**config.mk**
```make
export PLATFORM = sky130hd
export DESIGN_NAME = pe_drain
export DESIGN_NICKNAME = d
export VERILOG_FILES = /design/src/rtl/pe_pkg.sv /design/src/rtl/drain_fifo.sv /design/src/rtl/pe_drain.sv
export SDC_FILE = /design/constraint.sdc
export NUM_CORES = 1
export LEC_CHECK = 0
export ABC_AREA = 0
export BUFFER_PORTS_ARGS = -buffer_cell sky130_fd_sc_hd__buf_2
export CORE_MARGIN = 2
export CORE_UTILIZATION = 62
export CTS_CLUSTER_SIZE = 20
export DETAILED_ROUTE_END_ITERATION = 6
export GPL_ROUTABILITY_DRIVEN = 1
export PLACE_DENSITY = 0.93
export SLEW_MARGIN = 10
export SYNTH_ARGS = -nofsm -noshare
export SYNTH_HDL_FRONTEND = slang
export SYNTH_SLANG_ARGS = --single-unit
```
**constraint.sdc**
```tcl
create_clock -name clk -period 5.05 [get_ports clk]
set_input_delay 0.505 -clock clk [delete_from_list [all_inputs] [get_ports clk]]
set_output_delay 0.505 -clock clk [all_outputs]
set_load 0.02 [all_outputs]
```
**src/rtl/pe_pkg.sv**
```systemverilog
// Shared definitions for the PE-column output drain.
//   drain_state_t : drain FSM states
//   RND_K         : half-LSB rounding constant in accumulator units
//   MAX_Q / MIN_Q : clamp bounds of the MUL_BW-bit signed result
//   sat_round()   : accumulator -> rounded, saturated result plus clamp flag
package pe_pkg;

    localparam int INT_BW      = 5;
    localparam int FRA_BW      = 10;
    localparam int MUL_BW      = 1 + INT_BW + FRA_BW;
    localparam int ACC_BW      = 32;
    localparam int K_BW        = 8;
    localparam int DRAIN_DEPTH = 4;

    typedef enum logic [1:0] {
        IDLE = 2'd0,
        WAIT = 2'd1,
        CAP  = 2'd2,
        DONE = 2'd3
    } drain_state_t;

    localparam int MAX_I = 2 ** (MUL_BW - 1) - 1;
    localparam int MIN_I = -(2 ** (MUL_BW - 1));

    // Everything is evaluated one bit wider than the accumulator so the
    // rounding add can never wrap before the clamp sees it.
    localparam logic signed [ACC_BW:0] RND_K = (ACC_BW + 1)'(2 ** (FRA_BW - 1));
    localparam logic signed [ACC_BW:0] MAX_Q = (ACC_BW + 1)'(MAX_I);
    localparam logic signed [ACC_BW:0] MIN_Q = (ACC_BW + 1)'(MIN_I);

    typedef struct packed {
        logic [MUL_BW-1:0] val;
        logic              clamp;
    } sat_res_t;

    // Round half up by dropping FRA_BW of the 2*FRA_BW fraction bits, then
    // clamp to the output range.
    function automatic sat_res_t sat_round(input logic signed [ACC_BW-1:0] acc);
        logic signed [ACC_BW:0] sum;
        logic signed [ACC_BW:0] r;
        sat_res_t               res;
        sum = $signed({acc[ACC_BW-1], acc}) + RND_K;
        r   = sum >>> FRA_BW;
        if (r > MAX_Q) begin
            res.val   = MAX_Q[MUL_BW-1:0];
            res.clamp = 1'b1;
        end else if (r < MIN_Q) begin
            res.val   = MIN_Q[MUL_BW-1:0];
            res.clamp = 1'b1;
        end else begin
            res.val   = r[MUL_BW-1:0];
            res.clamp = 1'b0;
        end
        return res;
    endfunction

endpackage

```
**src/rtl/drain_fifo.sv**
```systemverilog
// Show-ahead synchronous FIFO.
//   clk, rst : clock, synchronous active-high reset (empties the FIFO)
//   push/din : write request and data; ignored when full unless pop is also high
//   pop      : read request; ignored when empty
//   dout     : head entry (zero while empty)
//   full     : DEPTH entries held
//   empty    : no entries held
module drain_fifo #(
    parameter int WIDTH = 16,
    parameter int DEPTH = 4
) (
    input  logic             clk,
    input  logic             rst,
    input  logic             push,
    input  logic             pop,
    input  logic [WIDTH-1:0] din,
    output logic [WIDTH-1:0] dout,
    output logic             full,
    output logic             empty
);

    localparam int AW = $clog2(DEPTH);

    logic [WIDTH-1:0] mem [DEPTH];
    logic [AW:0]      wr_ptr;
    logic [AW:0]      rd_ptr;
    logic             do_push;
    logic             do_pop;

    // The extra pointer bit separates full from empty when the indices match.
    assign empty = (wr_ptr == rd_ptr);
    assign full  = (wr_ptr[AW] != rd_ptr[AW]) && (wr_ptr[AW-1:0] == rd_ptr[AW-1:0]);

    assign do_pop  = pop && !empty;
    // When full, a same-cycle pop frees the slot the push lands in.
    assign do_push = push && (!full || pop);

    assign dout = empty ? '0 : mem[rd_ptr[AW-1:0]];

    always_ff @(posedge clk) begin
        if (rst) begin
            wr_ptr <= '0;
            rd_ptr <= '0;
        end else begin
            if (do_push) wr_ptr <= wr_ptr + (AW + 1)'(1);
            if (do_pop)  rd_ptr <= rd_ptr + (AW + 1)'(1);
        end
    end

    always_ff @(posedge clk) begin
        if (do_push) mem[wr_ptr[AW-1:0]] <= din;
    end

endmodule

```
**src/rtl/pe_drain.sv**
```systemverilog
// Output drain below the bottom PE of one array column.
//   clk, rst     : clock, synchronous active-high reset
//   start_i      : pulse that begins a drain (accepted in IDLE only)
//   k_len_i      : skew cycles between start and first capture
//   n_out_i      : number of samples to capture
//   o_i          : signed accumulator stream from the bottom PE
//   res_o        : rounded/saturated result at FIFO head
//   res_valid_o  : FIFO non-empty
//   res_ready_i  : consumer accepts res_o
//   busy_o       : drain in progress (WAIT or CAP)
//   done_o       : one-cycle pulse after the last capture
//   ovf_o        : sticky, a capture was dropped on a full FIFO
//   sat_o        : sticky, a captured sample was clamped
// Output handshake: an entry transfers on every rising edge where
// res_valid_o and res_ready_i are both high; res_o holds until then.
module pe_drain
    import pe_pkg::*;
#(
    parameter int DEPTH = DRAIN_DEPTH
) (
    input  logic              clk,
    input  logic              rst,
    input  logic              start_i,
    input  logic [K_BW-1:0]   k_len_i,
    input  logic [K_BW-1:0]   n_out_i,
    input  logic [ACC_BW-1:0] o_i,
    output logic [MUL_BW-1:0] res_o,
    output logic              res_valid_o,
    input  logic              res_ready_i,
    output logic              busy_o,
    output logic              done_o,
    output logic              ovf_o,
    output logic              sat_o
);

    drain_state_t    state;
    logic [K_BW-1:0] skew_cnt;
    logic [K_BW-1:0] samp_cnt;
    sat_res_t        conv;
    logic            cap;
    logic            pop;
    logic            full;
    logic            empty;

    assign conv        = sat_round(o_i);
    assign cap         = (state == CAP);
    assign res_valid_o = !empty;
    assign pop         = res_valid_o && res_ready_i;

    drain_fifo #(
        .WIDTH (MUL_BW),
        .DEPTH (DEPTH)
    ) u_fifo (
        .clk   (clk),
        .rst   (rst),
        .push  (cap),
        .pop   (pop),
        .din   (conv.val),
        .dout  (res_o),
        .full  (full),
        .empty (empty)
    );

    always_ff @(posedge clk) begin
        if (rst) begin
            state    <= IDLE;
            skew_cnt <= '0;
            samp_cnt <= '0;
            busy_o   <= 1'b0;
            done_o   <= 1'b0;
            ovf_o    <= 1'b0;
            sat_o    <= 1'b0;
        end else begin
            done_o <= 1'b0;
            case (state)
                IDLE: begin
                    if (start_i) begin
                        skew_cnt <= k_len_i;
                        samp_cnt <= n_out_i;
                        ovf_o    <= 1'b0;
                        sat_o    <= 1'b0;
                        if (k_len_i != '0) begin
                            state  <= WAIT;
                            busy_o <= 1'b1;
                        end else if (n_out_i != '0) begin
                            state  <= CAP;
                            busy_o <= 1'b1;
                        end else begin
                            state  <= DONE;
                            done_o <= 1'b1;
                        end
                    end
                end
                WAIT: begin
                    skew_cnt <= skew_cnt - K_BW'(1);
                    // Leaving on the count-of-one edge makes the first
                    // capture land exactly k_len edges after start.
                    if (skew_cnt == K_BW'(1)) begin
                        if (samp_cnt != '0) begin
                            state <= CAP;
                        end else begin
                            state  <= DONE;
                            busy_o <= 1'b0;
                            done_o <= 1'b1;
                        end
                    end
                end
                CAP: begin
                    samp_cnt <= samp_cnt - K_BW'(1);
                    if (conv.clamp) sat_o <= 1'b1;
                    // The array cannot stall, so a full FIFO drops the sample.
                    if (full && !pop) ovf_o <= 1'b1;
                    if (samp_cnt == K_BW'(1)) begin
                        state  <= DONE;
                        busy_o <= 1'b0;
                        done_o <= 1'b1;
                    end
                end
                DONE: begin
                    state <= IDLE;
                end
                default: begin
                    state  <= IDLE;
                    busy_o <= 1'b0;
                end
            endcase
        end
    end

endmodule
```
==> results of run 1 <==
## Yosys cell counts, drive strengths merged (2+ instances only)
| master | count |
|---|---|
| a2111oi | 2 |
| buf | 4 |
| nor3 | 13 |
| a211oi | 16 |
| xor2 | 11 |
| a22oi | 5 |
| nand2b | 3 |
| a221oi | 2 |
| inv | 20 |
| a31oi | 3 |
| and4 | 3 |
| and3 | 3 |
| or4 | 2 |
| nor4 | 11 |
| o21ai | 16 |
| nor2 | 51 |
| or2 | 4 |
| nand3b | 2 |
| ha | 14 |
| nor4b | 2 |
| a2bb2oi | 2 |
| o21a | 4 |
| xnor2 | 12 |
| nor2b | 18 |
| mux2i | 7 |
| edfxtp | 64 |
| nand2 | 30 |
| clkbuf | 18 |
| dfxtp | 30 |
| a21oi | 36 |
| o22ai | 3 |
| nand3 | 13 |
| o211ai | 4 |
| mux4 | 16 |
| nand4 | 7 |
## routing by layer
layer  routed length [um]  part of all wire [%]  vias to the layer above  global-route usage (%)
met2                 5450                    50                      155                    43.9
met5                    0                     0                        -                       0
met3                  563                   5.2                       18                    3.79
met1                 4640                    43                     1851                    35.1
li1                     -                     -                     1817                       -
met4                  170                   1.6                        0                    8.09
## cell usage in the layout, fill, tap and decap left out, drive strengths merged, types with 3 or more instances in the layout
cell / count
a211oi: 16
o211ai: 4
and4: 3
o22ai: 3
ha: 14
xnor2: 12
o21ai: 16
xor2: 11
a31oi: 3
mux2i: 7
mux4: 16
dfxtp: 30
nor2b: 18
nor4: 11
nand2b: 3
clkinv: 5
nand3: 13
and3: 3
a21oi: 36
inv: 23
nor3: 13
edfxtp: 64
o21a: 4
buf: 66
or2: 4
nand4: 7
nand2: 30
nor2: 51
a22oi: 5
clkbuf: 9
## path summary, 6_finish.rpt
kind              slack, ps                           to                      from
setup / recovery       2030  u_fifo.mem[1][10]$_DFFE_PP_                    o_i[9]
hold / removal          460     samp_cnt[2]$_SDFFE_PP0P_                n_out_i[2]
setup reg to reg       2460     skew_cnt[0]$_SDFFE_PP0P_     state[1]$_SDFFE_PP0P_
hold reg to reg         470     samp_cnt[1]$_SDFFE_PP0P_  samp_cnt[1]$_SDFFE_PP0P_
## logic make-up after synthesis
group,share of synthesized area (%)
simple gates,17.0
compound gates,12.1
flops,51.0
buf+inv,3.47
xor+xnor,4.07
mux,8.71
fa+ha+maj,3.54
## worst max-delay path, stage by stage
cell and delay [ps]:
buf_2 100, ha_1 180, nand3_1 210, nor4_1 530, xnor2_1 180, a211oi_2 860
a21oi_1 210, nor2_1 370
## final cells by class
class / instances / share of cell area (%)
timing repair buffer: 66 / 6.13
clock buffer: 9 / 2.25
clock inverter: 7 / 1.20
multi-input combinational: 322 / 40.9
sequential: 94 / 45.7
tap: 102 / 2.31
inverter: 21 / 1.43
## where the power goes
part           switching [mW]  internal, mW
sequential             0.0642         0.884
combinational           0.360         0.230
clock                   0.284         0.191
total                   0.708          1.30
## stage by stage
stage               cell area [sq um]  instances  hold slack, ps
finish                           5510        621             458
global route                     5510        621             465
CTS                              5510        621             442
detailed placement               5320        605             461
global placement                 5320        605             461
floorplan                        4940        459             445
## registers in the layout, indices dropped and copies added, names as in the netlist, named ones only
register       count
skew_cnt           8
done_o             1
samp_cnt           8
u_fifo.wr_ptr      3
u_fifo.mem        64
busy_o             1
u_fifo.rd_ptr      3
ovf_o              1
state              2
sat_o              1
==> run metrics, run 1 <==
outcome completed; crit path kind in -> reg; fin util 71.4%; Fillers 539; total power draw 2.01 mW; die extent in x 93.3 um; CTS tree built; synthesized area per cell 10.8 sq um; clock root cell clkbuf_8; total track usage 26.0%; quantity of I/O buffers inserted on ports 63; drt pass-1 iters 5; asr flop ratio synth 0%; area of the mapped netlist 0.00494 sq mm; Critical Path Sink Type flop; Lkg Pwr 1.99 nW; total wire length 10800 um; htree depth 3; Residual DRC 0; Yosys Warn Count 0; diode count 0; Yosys cell types 50; Placer Congestion 0.898; row count 32; Final nets 580; clk_skew 6.70 ps; gr ovfl total 0; post-route setup slack 2030 ps; Routed Antenna Nets 0; DP Worst Slack 1730 ps; Synth Register Bits 94; final setup violation count 0; setup TNS 0 ps; Total Die Area 0.00870 sq mm; io pins 73; Post-Syn Instances 459; fin crit share 59.7%; vias per inst 6.19; pwr dens 365 mW/mm^2; initial antenna violation count 0; RSZ-0062 raised after global routing no; minimum clock period 3020 ps; WL/cell 17.4 um; worst skew pair latency 370 ps; initial core utilization 64.0%; Multi-input gate area 0.00226 sq mm; first-pass GRT wire length 17400 um; CP required 5190 ps; hold-critical path depth 3; peak fanout along the critical path 16; reg2reg path depth 6; most common flop cell mapped by yosys edfxtp_1; endpoints failing hold 0; clk buf depth 2; arrival time of the worst setup path 3160 ps; Post-synth EDFFs 64; setup bufs post-CTS 0; hold buffers post-CTS 0; # Max-Cap Violations 0; Core ar. 0.00773 sq mm; layout cells sized above 1 21.0%; largest net degree at the start of global routing 30; worst vdd ir 0.225 mV; max-slew violations 0; max_slew headroom 28.1%; HP Class in -> reg; Post-CTS Resized 0; Synth top area share 38.9%; DR iter-0 viols 340; worst slew pin tran 1080 ps; Area Overhead vs Synth 11.5%; number of clock sinks 94; Reg area 0.00252 sq mm; Synth area leader edfxtp_1; clock transition at the registers of the reported paths 90 ps; sequential area share after synthesis 51.0%; HPWL Detailed 7760 um; largest cells by area after synthesis edfxtp_1, dfxtp_1, mux4_2, nor2_1, a21oi_1; vias 3841; Startpoint Class primary input; vias in the first global route 3514; syn nets 525; Highest Clock Rate 332 MHz; Die Ht 93.3 um; TritonCTS Buffers 9
Power figures use the tool's default switching activity.
==> run 2, diff against run 1 <==
--- a/config.mk
+++ b/config.mk
@@ -8,11 +8,11 @@
 export ABC_AREA = 0
 export BUFFER_PORTS_ARGS = -buffer_cell sky130_fd_sc_hd__buf_2
 export CORE_MARGIN = 2
-export CORE_UTILIZATION = 62
+export CORE_UTILIZATION = 52
 export CTS_CLUSTER_SIZE = 20
 export DETAILED_ROUTE_END_ITERATION = 6
 export GPL_ROUTABILITY_DRIVEN = 1
-export PLACE_DENSITY = 0.93
+export PLACE_DENSITY = 0.84
 export SLEW_MARGIN = 10
 export SYNTH_ARGS = -nofsm -noshare
 export SYNTH_HDL_FRONTEND = slang
==> constraint.sdc (replaced) <==
create_clock -name clk -period 2.7 [get_ports clk]
set_input_delay 0.27 -clock clk [delete_from_list [all_inputs] [get_ports clk]]
set_output_delay 0.27 -clock clk [all_outputs]
set_load 0.02 [all_outputs]
==> run metrics, run 2 (synthesized netlist as in run 1, its figures left out) <==
# Max-Cap Violations 0 (unchanged); initial antenna violation count 0 (unchanged); DR iter-0 viols 307 (-9.7%); Die Ht 102 um (+8.8%); Fillers 718 (+33%); setup TNS 0 ps (unchanged); vias in the first global route 3624 (+3.1%); clk_skew 12.6 ps (+5.94 ps); row count 35 (+9.4%); Critical Path Sink Type output pin; arrival time of the worst setup path 1940 ps (-1220 ps); Lkg Pwr 2.06 nW (+3.5%); final setup violation count 0 (unchanged); worst path cell trace mux4_2, nor2b_1, buf_2; RSZ-0062 raised after global routing no; total track usage 21.9% (-4.1 points); Placer Congestion 0.903 (+0.50%); HP Class in -> reg; pwr dens 670 mW/mm^2 (+84%); minimum clock period 2210 ps; Routed Antenna Nets 0 (unchanged); WL/cell 16.1 um (-7.6%); quantity of I/O buffers inserted on ports 63 (unchanged); crit-path leading delay family flip-flops; first-pass GRT wire length 17600 um (+0.79%); outcome completed; max-slew violations 0 (unchanged); design area 0.00566 sq mm (+2.7%); most frequent cells in the layout edfxtp_1, buf_2, nor2_1; CP required 2430 ps (-2760 ps); Residual DRC 0 (unchanged); setup bufs post-CTS 0 (unchanged); Post-CTS Resized 0 (unchanged); worst skew pair latency 360 ps (about the same); CTS tree built; number of clock sinks 94 (unchanged); Core ar. 0.00924 sq mm (+20%); number of buffers and inverters on the critical path 1 (unchanged); Highest Clock Rate 453 MHz; drt pass-1 iters 4 (-1); fin crit share 81.7%; clock root cell clkbuf_8; diode count 0 (unchanged); endpoints failing hold 0 (unchanged); TritonCTS Buffers 9 (unchanged); Final nets 593 (+2.2%); layout cells sized above 1 22.7% (+1.7 points); max FFs per register 64 (unchanged); worst slew pin tran 765 ps (-312 ps); Startpoint Class flop; clock transition at the registers of the reported paths 100 ps (about the same); htree depth 3 (unchanged); largest net degree at the start of global routing 30 (unchanged); vias 3776 (-1.7%); hold buffers post-CTS 0 (unchanged); peak fanout along the critical path 16 (unchanged); gr ovfl total 0 (unchanged); total wire length 10600 um (-1.7%); Total Die Area 0.0103 sq mm (+18%); crit path kind reg -> out; HPWL Detailed 7710 um (-0.68%); CP peak stage delay 830 ps (-30 ps); Critical-path top delay cell dfxtp_1; Area Overhead vs Synth 14.5%; commonest non-fill, non-tap cell in the layout edfxtp_1; vias per inst 5.71 (-7.6%); die extent in x 102 um (+8.8%); io pins 73 (unchanged); worst vdd ir 0.320 mV (+43%); initial core utilization 53.5% (-10 points); Post-DP Area 0.00547 sq mm (+2.7%); max_slew headroom 48.9% (+21 points); clk buf depth 2 (unchanged)
==> run 2: power breakdown <==
group | switching [mW] | internal (mW)
Combinational | 0.684 | 0.452
Sequential | 0.102 | 1.65
Clock | 0.534 | 0.367
==> run 2: worst min-delay path, stage by stage <==
cell	delay, ps
buf_2	90
a22oi_1	60
a21oi_1	140
==> run 2: area by class of cell <==
type	instances	area [sq um]	area share, %
Clock inverter	7	71.3	1.26
Clock buffer	9	124	2.19
Timing Repair Buffer	79	448	7.91
Multi-Input combinational cell	322	2250	39.8
Sequential cell	94	2520	44.6
Inverter	21	78.8	1.39
Tap cell	129	161	2.85
==> run 2: final timing paths <==
check / startpoint / end / slack, ps / cells after the start
setup reg to reg: state[1]$_SDFFE_PP0P_ / skew_cnt[0]$_SDFFE_PP0P_ / 550 / 7
setup / recovery: flop / res_o[5] / 490 / 3
hold reg to reg: samp_cnt[1]$_SDFFE_PP0P_ / samp_cnt[1]$_SDFFE_PP0P_ / 480 / 2
hold / removal: n_out_i[6] / samp_cnt[6]$_SDFFE_PP0P_ / 230 / 3
==> run 2: through the flow <==
| stage | utilization [%] | hold slack, ps | power (mW) | instances | worst slack, ps |
|---|---|---|---|---|---|
| final | 61.3 | 227 | 3.79 | 661 | 494 |
| after floorplan | - | 445 | 2.59 | 459 | 464 |
| after global routing | 61.3 | 235 | 4.01 | 661 | 325 |
| after CTS | 61.3 | 206 | 3.80 | 661 | 475 |
| after global placement | 59.1 | 458 | 2.85 | 645 | 279 |
| after detailed placement | 59.1 | 472 | 2.91 | 645 | 124 |
==> run 2: metal layers <==
layer	track usage, %	part of all wire (%)	up-vias
met5	0	0	-
met4	8.11	1.9	0
met3	3.59	4.8	16
met2	36.8	50	119
met1	28.6	43	1800
li1	-	-	1841
==> run 3, diff against run 2 <==
--- a/config.mk
+++ b/config.mk
@@ -8,11 +8,11 @@
 export ABC_AREA = 0
 export BUFFER_PORTS_ARGS = -buffer_cell sky130_fd_sc_hd__buf_2
 export CORE_MARGIN = 2
-export CORE_UTILIZATION = 52
+export CORE_UTILIZATION = 57
 export CTS_CLUSTER_SIZE = 20
 export DETAILED_ROUTE_END_ITERATION = 6
 export GPL_ROUTABILITY_DRIVEN = 1
-export PLACE_DENSITY = 0.84
+export PLACE_DENSITY = 0.87
 export SLEW_MARGIN = 10
 export SYNTH_ARGS = -nofsm -noshare
 export SYNTH_HDL_FRONTEND = slang
==> constraint.sdc (replaced) <==
create_clock -name clk -period 2.2 [get_ports clk]
set_input_delay 0.22 -clock clk [delete_from_list [all_inputs] [get_ports clk]]
set_output_delay 0.22 -clock clk [all_outputs]
set_load 0.02 [all_outputs]
==> run metrics, run 3 (synthesized netlist as in run 1, its figures left out) <==
outcome completed; total track usage 24.6% (+2.8 points); arrival time of the worst setup path 2190 ps (+250 ps); Critical Path Sink Type flop; Highest Clock Rate 485 MHz; clk_skew 15.7 ps (+3.10 ps); CTS tree built; endpoints failing hold 0 (unchanged); vias in the first global route 3873 (+6.9%); max-slew violations 0 (unchanged); # Max-Cap Violations 0 (unchanged); largest net degree at the start of global routing 30 (unchanged); quantity of I/O buffers inserted on ports 63 (unchanged); hold buffers post-CTS 0 (unchanged); row count 33 (-5.7%); CP required 2330 ps (-100 ps); max_slew headroom 60.9% (+12 points); post-route setup slack 136 ps (-358 ps); initial core utilization 59.6% (+6.1 points); Reg area 0.00252 sq mm (unchanged); switch share 32.7% (-2.2 points); Routed Antenna Nets 0 (unchanged); Residual DRC 0 (unchanged); worst path cell trace buf_2, nand3_2, or4_4, or3_1, a211oi_2, buf_4, buf_4, a21oi_1, a21oi_1; Multi-input gate area 0.00228 sq mm (+1.0%); Core ar. 0.00830 sq mm (-10%); Comb pwr share 30.2% (+0.3 points); die extent in x 97.1 um (-4.3%); worst slew pin tran 581 ps (-184 ps); total wire length 11500 um (+8.2%); HPWL Detailed 8230 um (+6.7%); TritonCTS Buffers 9 (unchanged); drt pass-1 iters 5 (+1); NetSw 1.59 mW (+20%); layout cells sized above 1 27.9% (+5.2 points); worst skew pair latency 350 ps (about the same); fin crit share 93.8%; io pins 73 (unchanged); crit path kind in -> reg; DP Worst Slack -253 ps (-377 ps); peak fanout along the critical path 5 (-11); clk buf depth 2 (unchanged); commonest non-fill, non-tap cell in the layout edfxtp_1; RSZ-0062 raised after global routing yes; Die Ht 97.1 um (-4.3%); Clk pwr share 25.2% (+1.4 points); WL/cell 17.2 um (+6.6%); diode count 0 (unchanged); vias per inst 6.05 (+5.8%); most frequent cells in the layout edfxtp_1, buf_2, nor2_1; minimum clock period 2060 ps; CP peak stage delay 550 ps (-280 ps); pwr dens 815 mW/mm^2 (+22%); total power draw 4.86 mW (+28%); worst vdd ir 0.572 mV (+79%); Critical-path top delay cell or4_4; first-pass GRT wire length 18500 um (+5.5%); Area Overhead vs Synth 20.5%; final setup violation count 0 (unchanged); clock root cell clkbuf_8; HP Class in -> reg; gr ovfl total 0 (unchanged); Fillers 578 (-19%); number of clock sinks 94 (unchanged); r2r setup slk 160 ps (-390 ps); Flop pwr share 44.6% (-1.7 points); Total Die Area 0.00943 sq mm (-8.4%); initial antenna violation count 0 (unchanged); Lkg Pwr 2.24 nW (+8.5%); clock transition at the registers of the reported paths 100 ps (about the same); htree depth 3 (unchanged); Placer Congestion 0.890 (-1.4%); internal power 3.27 mW (+32%); DR iter-0 viols 284 (-7.5%); vias 4057 (+7.4%); Final nets 627 (+5.7%); max FFs per register 64 (unchanged); Startpoint Class primary input
==> run 3: changes by cell type in the layout (fill, tap and decap cells not counted), moves of 2 or more <==
cell,before,now
clkinvlp_4,0,2
bufinv_16,0,2
buf_4,15,47
a2111oi_0,2,0
buf_12,1,3
inv_8,4,0
==> run 3: path summary, 6_finish.rpt <==
check,start,cells after the start,end
setup / recovery,o_i[19],9,u_fifo.mem[0][0]$_DFFE_PP_
hold / removal,n_out_i[5],3,samp_cnt[5]$_SDFFE_PP0P_
setup reg to reg,state[0]$_SDFFE_PP0P_,7,samp_cnt[3]$_SDFFE_PP0P_
hold reg to reg,skew_cnt[1]$_SDFFE_PP0P_,2,skew_cnt[1]$_SDFFE_PP0P_
==> run 3: layout make-up <==
class,instances,area share [%]
timing repair buffer,113,12.2
clock inverter,7,1.62
inverter,21,1.32
tap,105,2.20
sequential,94,42.3
clock buffer,9,2.08
multi-input combinational,322,38.2
==> run 3: power by group through the flow <==
stage	combinational [mW]	sequential, mW	clock [mW]
2_1_floorplan	1.00	2.17	0
3_3_place_gp	1.37	2.18	0
3_5_place_dp	1.43	2.20	0
4_1_cts	1.44	2.16	1.24
5_1_grt	1.61	2.18	1.30
6_report	1.47	2.17	1.22
==> run 3: worst max-delay path: cells and delay by family <==
family | cells | cell delay [ps]
AND/OR/NAND/NOR | 3 | 970
buffers and inverters | 3 | 410
AO/OA/AOI/OAI | 3 | 590
==> run 3: routing by layer <==
layer | GRT usage, % | wire length (um) | vias up | part of all wire, %
li1 | - | - | 1911 | -
met1 | 32.0 | 4720 | 1951 | 41
met2 | 41.3 | 5800 | 167 | 50
met3 | 3.88 | 694 | 28 | 6.0
met4 | 10.4 | 298 | 0 | 2.6
met5 | 0 | 0 | - | 0
==> run 3: what timing repair did <==
item,4_1_cts,5_1_grt
resized for setup,0,6
endpoints found under the setup margin,0,59
buffers inserted,0,0
==> run 3: through the flow <==
stage | hold WS, ps | area, sq um | utilization [%] | cells | setup TNS, ps
after floorplan | 404 | 4940 | - | 459 | 0
after global placement | 463 | 5720 | 68.9 | 655 | -6250
after detailed placement | 488 | 5720 | 68.9 | 655 | -11480
after CTS | 165 | 5940 | 71.5 | 671 | 0
after global routing | 187 | 5960 | 71.8 | 671 | -359
final | 184 | 5960 | 71.8 | 671 | 0
